<file path="src/rtl/regs_mp.sv">
`default_nettype none
// ============================================================================
//  Module      : regs_mp
//  Description : Multi-read-port register file with power-up clear sweep,
//                optional hardwired zero entry, write bypass and busy tracking.
//  Revision    : 1.0 - initial release
// ============================================================================

module regs_mp #(
    parameter int DATA_WIDTH = 32,
    parameter int ADDR_WIDTH = 5,
    parameter int NB_READ    = 2,
    parameter int ZERO_REG   = 1,
    parameter int BYPASS     = 1
) (
    input  logic                          clk_i,
    input  logic                          rst_ni,
    output logic                          ready_o,
    input  logic [NB_READ*ADDR_WIDTH-1:0] raddr_i,
    output logic [NB_READ*DATA_WIDTH-1:0] rdata_o,
    output logic [NB_READ-1:0]            rbusy_o,
    input  logic                          write_i,
    input  logic [ADDR_WIDTH-1:0]         waddr_i,
    input  logic [DATA_WIDTH-1:0]         wdata_i,
    input  logic                          lock_i,
    input  logic [ADDR_WIDTH-1:0]         lock_addr_i
);

    localparam int DEPTH = 2 ** ADDR_WIDTH;

    typedef enum logic [0:0] {
        CLEAR = 1'b0,
        RUN   = 1'b1
    } state_t;

    state_t                  state;
    state_t                  state_next;
    logic [ADDR_WIDTH-1:0]   sweep_cnt;
    logic [DATA_WIDTH-1:0]   mem [DEPTH];
    logic [DEPTH-1:0]        busy;
    logic                    run;
    logic                    wr_en;
    logic                    lock_en;

    assign run     = (state == RUN);
    assign ready_o = run;

    // Writes and locks to the hardwired zero entry are dropped here, so the
    // storage, busy vector and bypass path never see them.
    assign wr_en   = run && write_i && !((ZERO_REG != 0) && (waddr_i == '0));
    assign lock_en = run && lock_i  && !((ZERO_REG != 0) && (lock_addr_i == '0));

    always_ff @(posedge clk_i or negedge rst_ni) begin
        if (!rst_ni) begin
            state     <= CLEAR;
            sweep_cnt <= '0;
        end else begin
            state <= state_next;
            if (state == CLEAR) begin
                sweep_cnt <= sweep_cnt + 1'b1;
            end
        end
    end

    always_comb begin
        state_next = state;
        case (state)
            CLEAR:   if (sweep_cnt == '1) state_next = RUN;
            RUN:     state_next = RUN;
            default: state_next = CLEAR;
        endcase
    end

    // Storage has no reset; its contents are only zeroed by the sweep.
    always_ff @(posedge clk_i) begin
        if (!run) begin
            mem[sweep_cnt] <= '0;
        end else if (wr_en) begin
            mem[waddr_i] <= wdata_i;
        end
    end

    // Lock is applied after the write clear so a same-cycle new producer wins.
    always_ff @(posedge clk_i or negedge rst_ni) begin
        if (!rst_ni) begin
            busy <= '0;
        end else begin
            if (wr_en) begin
                busy[waddr_i] <= 1'b0;
            end
            if (lock_en) begin
                busy[lock_addr_i] <= 1'b1;
            end
        end
    end

    for (genvar k = 0; k < NB_READ; k++) begin : g_read
        logic [ADDR_WIDTH-1:0] ra;
        logic [DATA_WIDTH-1:0] data;
        logic                  bsy;

        assign ra = raddr_i[k*ADDR_WIDTH +: ADDR_WIDTH];

        always_comb begin
            data = '0;
            bsy  = 1'b0;
            if (run && !((ZERO_REG != 0) && (ra == '0))) begin
                if ((BYPASS != 0) && wr_en && (waddr_i == ra)) begin
                    data = wdata_i;
                    bsy  = lock_en && (lock_addr_i == ra);
                end else begin
                    data = mem[ra];
                    bsy  = busy[ra];
                end
            end
        end

        assign rdata_o[k*DATA_WIDTH +: DATA_WIDTH] = data;
        assign rbusy_o[k]                          = bsy;
    end

endmodule

`default_nettype wire
</file>
<file path="config.mk">
export PLATFORM = sky130hd
export DESIGN_NAME = regs_mp
export DESIGN_NICKNAME = d
export VERILOG_FILES = /design/src/rtl/regs_mp.sv
export SDC_FILE = /design/constraint.sdc
export NUM_CORES = 1
export LEC_CHECK = 0
export ABC_CLOCK_PERIOD_IN_PS = 2900
export BUFFER_PORTS_ARGS = -buffer_cell sky130_fd_sc_hd__buf_2
export CAP_MARGIN = 10
export CORE_MARGIN = 5
export CORE_UTILIZATION = 45
export CTS_CLUSTER_DIAMETER = 150
export DETAILED_ROUTE_END_ITERATION = 12
export PLACE_DENSITY = 0.74
export SETUP_SLACK_MARGIN = 0.2
export SLEW_MARGIN = 15
export SYNTH_ARGS = -nofsm -noshare
export SYNTH_HDL_FRONTEND = slang
export SYNTH_SLANG_ARGS = --single-unit
</file>
<file path="constraint.sdc">
create_clock -name clk_i -period 2.9 [get_ports clk_i]
set_clock_uncertainty 0.05 [all_clocks]
set_input_delay 0.29 -clock clk_i [delete_from_list [all_inputs] [get_ports clk_i]]
set_output_delay 0.29 -clock clk_i [all_outputs]
set_load 0.01 [all_outputs]
</file>
### Word-level counts from Yosys, hierarchy flattened

Memory sizes are Yosys's and may differ from the RTL's.
Cells that the tools add are included.

| word-level totals | value |
|---|---|
| memories | 1 |
| word-level logic and storage cells | 68 |
| input bits | 56 |
| bits in writable memories | 1024 |
| output and inout bits | 67 |
| register bits | 38 |

Memory list:

| memory | depth | width | read ports | clocked after Yosys merged registers in | write ports | line | RTL |
|---|---|---|---|---|---|---|---|
| mem | 32 | 32 | 2 | 0 | 1 | 39 | `logic [DATA_WIDTH-1:0] mem [DEPTH];` |

| operators by class | value |
|---|---|
| bitwise operators | 4 |
| equal/unequal tests | 5 |
| add/subtract/negate cells | 1 |
| order comparisons | 6 |
| muxes and demuxes | 27 |
| reduce and logical (&&, ||, !) cells | 21 |

Operators with widths:

| cell | number |
|---|---|
| $mux W32 | 7 |
| $and A32 B32 Y32 | 1 |
| $not A32 Y32 | 1 |
| $or A32 B32 Y32 | 1 |
| $reduce_or A32 Y1 | 1 |
| $lt A5 B6 Y1 const B | 4 |
| $eq A5 B5 Y1 | 4 |
| $logic_not A5 Y1 | 4 |
| $mux W1 | 14 |
| $logic_and A1 B1 Y1 | 12 |
| $bmux W1 S5 | 2 |
| $demux W1 S5 | 2 |
| $ge A5 B1 Y1 const B | 2 |
| $add A5 B1 Y5 const B | 1 |
| $eq A5 B5 Y1 const B | 1 |
| $mux W5 | 1 |
| $logic_not A1 Y1 | 4 |
| $pmux W1 S2 | 1 |
| $not A1 Y1 | 1 |

### Depth between registers and ports, before layout

| logic depth | value |
|---|---|
| word-level depth | 9 |
| mapped depth | 10 |

### Worst setup path after synthesis

Ideal clock, no wire load.

| timing | value |
|---|---|
| path kind | input port to flip-flop |
| start | in waddr_i[4] |
| end | mem mem[17][0] (enable) |
| setup slack | -0.357 ns |
| stages on the path | 7 |
| path buffers | 3 |
| arrival | 2.786 ns |
| cells stage by stage | buf_2 -> nor3_1 -> a21o_1 -> buf_2 -> buf_2 -> a31oi_1 -> nor2_1 |

| on the way | value |
|---|---|
| longest elaborated chain between the ends | 8 |
| elaborated cells on any way between the ends | 9 |

RTL lines:

| item | line | RTL |
|---|---|---|
| start: declaration | 23 | `input logic [ADDR_WIDTH-1:0] waddr_i,` |
| $logic_not A5 Y1 | 50 | `assign wr_en = run && write_i && !((ZERO_REG != 0) && (waddr_i == '0));` |
| $logic_not A1 Y1 | 50 |  |
| $logic_and A1 B1 Y1 | 50 |  |
| $mux W1 | 78 | `end else if (wr_en) begin` |
| $mux W1 | 76 | `if (!run) begin` |
| $mux W1 (implied by the code) | 79 | `mem[waddr_i] <= wdata_i;` |
| $reduce_or A32 Y1 (no source line) | n/a |  |
| $mux W5 (no source line) / $mux W1 (equally long branches) | n/a |  |
| end: declaration | 39 |  |

Parallel ways exist; a longest one is shown, timed or not.

### Final worst setup path

| timing | value |
|---|---|
| start | reg state (netlist: ready_o) |
| end | out rdata_o[28] |

| on the way | value |
|---|---|
| longest elaborated chain between the ends | 5 |
| elaborated cells on any way between the ends | 6 |

RTL lines:

| item | line | RTL |
|---|---|---|
| start: declaration | 36 | `state_t state;` |
| start signal: assignment | 58 | `state <= state_next;` |
| $logic_and A1 B1 Y1 (2 in series) | 50 |  |
| $logic_and A1 B1 Y1 | 108 | `if ((BYPASS != 0) && wr_en && (waddr_i == ra)) begin` |
| $mux W32 | 108 |  |
| $mux W32 (*) | 107 | `if (run && !((ZERO_REG != 0) && (ra == '0))) begin` |
| end: declaration | 20 | `output logic [NB_READ*DATA_WIDTH-1:0] rdata_o,` |

Mark *: on every way between the ends. The rest lies on a longest branch, timed or not.

==> flow_summary.ini <==
[outcome]
outcome = finished, violations left
violations = setup timing

[hold_path]
holdPathStages = 4
hold_path_end = busy[8]$_DFF_PN0_
min_from = lock_addr_i[2]
hold_path_class = in -> reg

[synth]
synthCells = 2939
ys.flop_type = edfxtp_1
synth_top_area_share_pct = 60.7
synth_cell_type_count = 55
syn_avg_cell_area_sq_um = 17.2
synthArstFlopShare_pct = 3.58
syn-num-nets = 2997
synth_seq_area_share_pct = 62.6
synth_common_cells = 1,024 x edfxtp_1, 355 x mux2i_1, 355 x mux4_2
yosysTopAreaCell = edfxtp_1
synth-edff-count = 1024
netlist_area_sq_um = 50600
synth_seq_cells = 1062
yosys.cell_count.top_type = edfxtp_1
yosysWarnings = 0
synth_area_leaders = edfxtp_1 61%, mux4_2 16%, mux2i_1 7.0%

[die]
ioPinCount = 123
row_count = 123
die-area_sq_um = 119000
die_h_microns = 345
core_area_sq_um = 112000
dieWidth_microns = 345
initial_utilization_pct = 45.1

[power_and_ir_drop]
swShare_pct = 24.0
p_sw_uw = 8090
power.density_nw_per_um2 = 553
combPwrFrac_pct = 11.0
clockPowerShare_pct = 38.6
power.leakage_uw = 0.0219
p_int_uw = 25600
p_seq_share_pct = 50.4
peakVddDrop_v = 0.000550

[critical_path]
slowest_stage = dfrtp_1
r2r_end = mem[6][4]$_DFFE_PP_
crit_chain = buf_6 -> buf_6 -> buf_6 -> o31ai_4 -> nor3_4 -> buf_12 -> clkbuf_16 -> a221o_1 -> buf_2
critPathCaptureType = output pin
regToRegSetupSlack_ns = 0.20
reg2reg_depth = 8
cp_data_arrival_time_ns = 2.59
crit_top_cell = buf_6
worst-path-buf-inv = 6
crit_type = reg -> out
path_delay_family = buffers and inverters
worst_setup_path_start_kind = register
r2r_start = ready_o$_DFF_PN0_
slowest_delay_ns = 0.37
cp_data_required_time_ns = 2.56
cp_max_fo = 7

[drt]
wirelength_microns = 168000
drt_iter0_drc = 5141
drc = 0
wire_per_inst_microns = 34.8
firstDrtPassIters = 6
ant_nets = 0
vias = 33900
vias_per_cell = 7.00

[grt]
grt_pass1_vias = 33500
grt_usage_pct = 26.8
grt_max_degree = 47
antenna_found_initial = 2
grt_pass1_wl_microns = 236000
grt_overflow = 0

[timing]
whs_ns = 0.0848
finalHoldViolCount = 0
rsz0062_at_grt = true
setup_tns_ns = -0.184
slew_headroom_pct = 21.0
setup_ws_ns = -0.0349
fmax_mhz = 341
min_period_ns = 2.93
slew_viol_final = 0
tightest_slew_ns = 1.19
min_period_over_period_pct = 101
setup_viol = 11

[place]
portBuffers = 122
dp_hpwl_microns = 103000
gp_congestion = 0.920
pre_cts_ws_ns = -0.195

[cts]
cts_tree = done
htree_levels = 3
path_clk_slew_ns = 0.06
clk_latency_ns = 0.69
cts-buffers-inserted = 106
ctsLongestPathBuffers = 3
clock-sinks = 1062
clock-root-buffer = clkbuf_16

[layout]
syn_to_final_growth_pct = 20.4
antenna_cells = 0
fin_nets = 3315
utilization_pct = 54.4
drive_above_1_share_pct = 35.6

[flow_run]
maxCapViolations = 0
-- flip-flops by register name, indices dropped and copies added (netlist names) --
register / cells
busy: 32
mem: 1024
ready_o: 1
sweep_cnt: 5
-- per-stage QoR --
step,std cells,instance area (sq um),power [uW]
3_5_place_dp,4594,55900,20600
5_1_grt,4841,61000,34500
6_report,4841,61000,33700
3_3_place_gp,4594,55900,20500
2_1_floorplan,2939,50800,19200
4_1_cts,4815,60100,33500
-- how the worst max path moves through the flow --
stage / to / slack [ns] / from / cells after the start
6_report: rdata_o[28] / -0.03 / ready_o$_DFF_PN0_ / 9
2_1_floorplan: mem[20][0]$_DFFE_PP_ / -0.24 / ready_o$_DFF_PN0_ / 8
3_5_place_dp: rdata_o[30] / -0.19 / waddr_i[0] / 10
3_3_place_gp: rdata_o[30] / -0.16 / waddr_i[4] / 10
4_1_cts: rdata_o[30] / -0.08 / mem[23][30]$_DFFE_PP_ / 6
5_1_grt: rdata_o[30] / -0.12 / mem[23][30]$_DFFE_PP_ / 6
-- tightest hold or removal path, stage by stage --
cell and delay, ns:
buf_2 0.13, nor2_1 0.13, nand2_1 0.14, o21ai_0 0.08
-- cells in the final DEF, fill, tap and decap left out, drive strengths merged, types with 5 or more instances in the layout --
cell	Yosys	routed
a31oi	6	6
buf	140	454
mux4	355	355
a21oi	39	39
clkinv	1	48
a211oi	52	52
nor2b	35	35
a21boi	6	6
a22oi	93	93
and2	33	33
clkinvlp	0	5
o221ai	70	70
o21ai	99	99
xnor2	14	14
nand4b	6	6
dfrtp	38	38
mux2	30	30
nand3b	5	5
clkbuf	116	139
edfxtp	1024	1024
nor3	37	37
nor2	58	58
nand3	45	45
nand2	30	30
nand2b	5	5
o31ai	25	25
a32o	32	32
a221o	35	35
inv	6	11
o211ai	23	23
mux2i	355	355
o22ai	82	82
xor2	9	9
-- routing by layer --
metal  global-route usage, %  vias to the layer above  wire [microns]
met3                    6.78                      635           23200
met4                    13.2                        2           11000
met2                    41.6                     2918           76700
met5                       0                        -              13
met1                    35.6                    17200           57400
li1                        -                    13200               -
-- area by class of cell --
cell class / instances / area [sq um]
Timing Repair Buffer: 466 / 5420
Clock inverter: 61 / 445
Inverter: 7 / 26.3
Clock buffer: 131 / 2780
Multi-Input combinational cell: 1614 / 18700
Fill cell: 8402 / 51200
Sequential cell: 1062 / 31700
Tap cell: 1500 / 1880
-- cells by family after synthesis --
logic type | after synthesis | synth area share (%)
fa+ha+maj | 2 | 0.0494
simple gates | 275 | 2.84
mux | 740 | 23.5
compound gates | 574 | 8.15
buf+inv | 263 | 2.48
xor+xnor | 23 | 0.398
flops | 1062 | 62.6
-- timing repair --
| action | 4_1_cts | 5_1_grt |
|---|---|---|
| hold endpoints to repair | 45 | 0 |
| endpoints found under the setup margin | 66 | 152 |
| gates cloned | 5 | 9 |
| buffers inserted | 20 | 17 |
| hold buffers | 4 | 0 |
| pin swaps | 92 | 51 |
| gates resized for setup | 161 | 105 |
-- power by group through the flow --
stage,logic [uW],clock network [uW],registers [uW]
3_3_place_gp,3240,0,17300
4_1_cts,3460,13100,17000
2_1_floorplan,1900,0,17300
6_report,3720,13000,17000
5_1_grt,3830,13700,17000
3_5_place_dp,3280,0,17300
(Power assumes the default switching activity.)
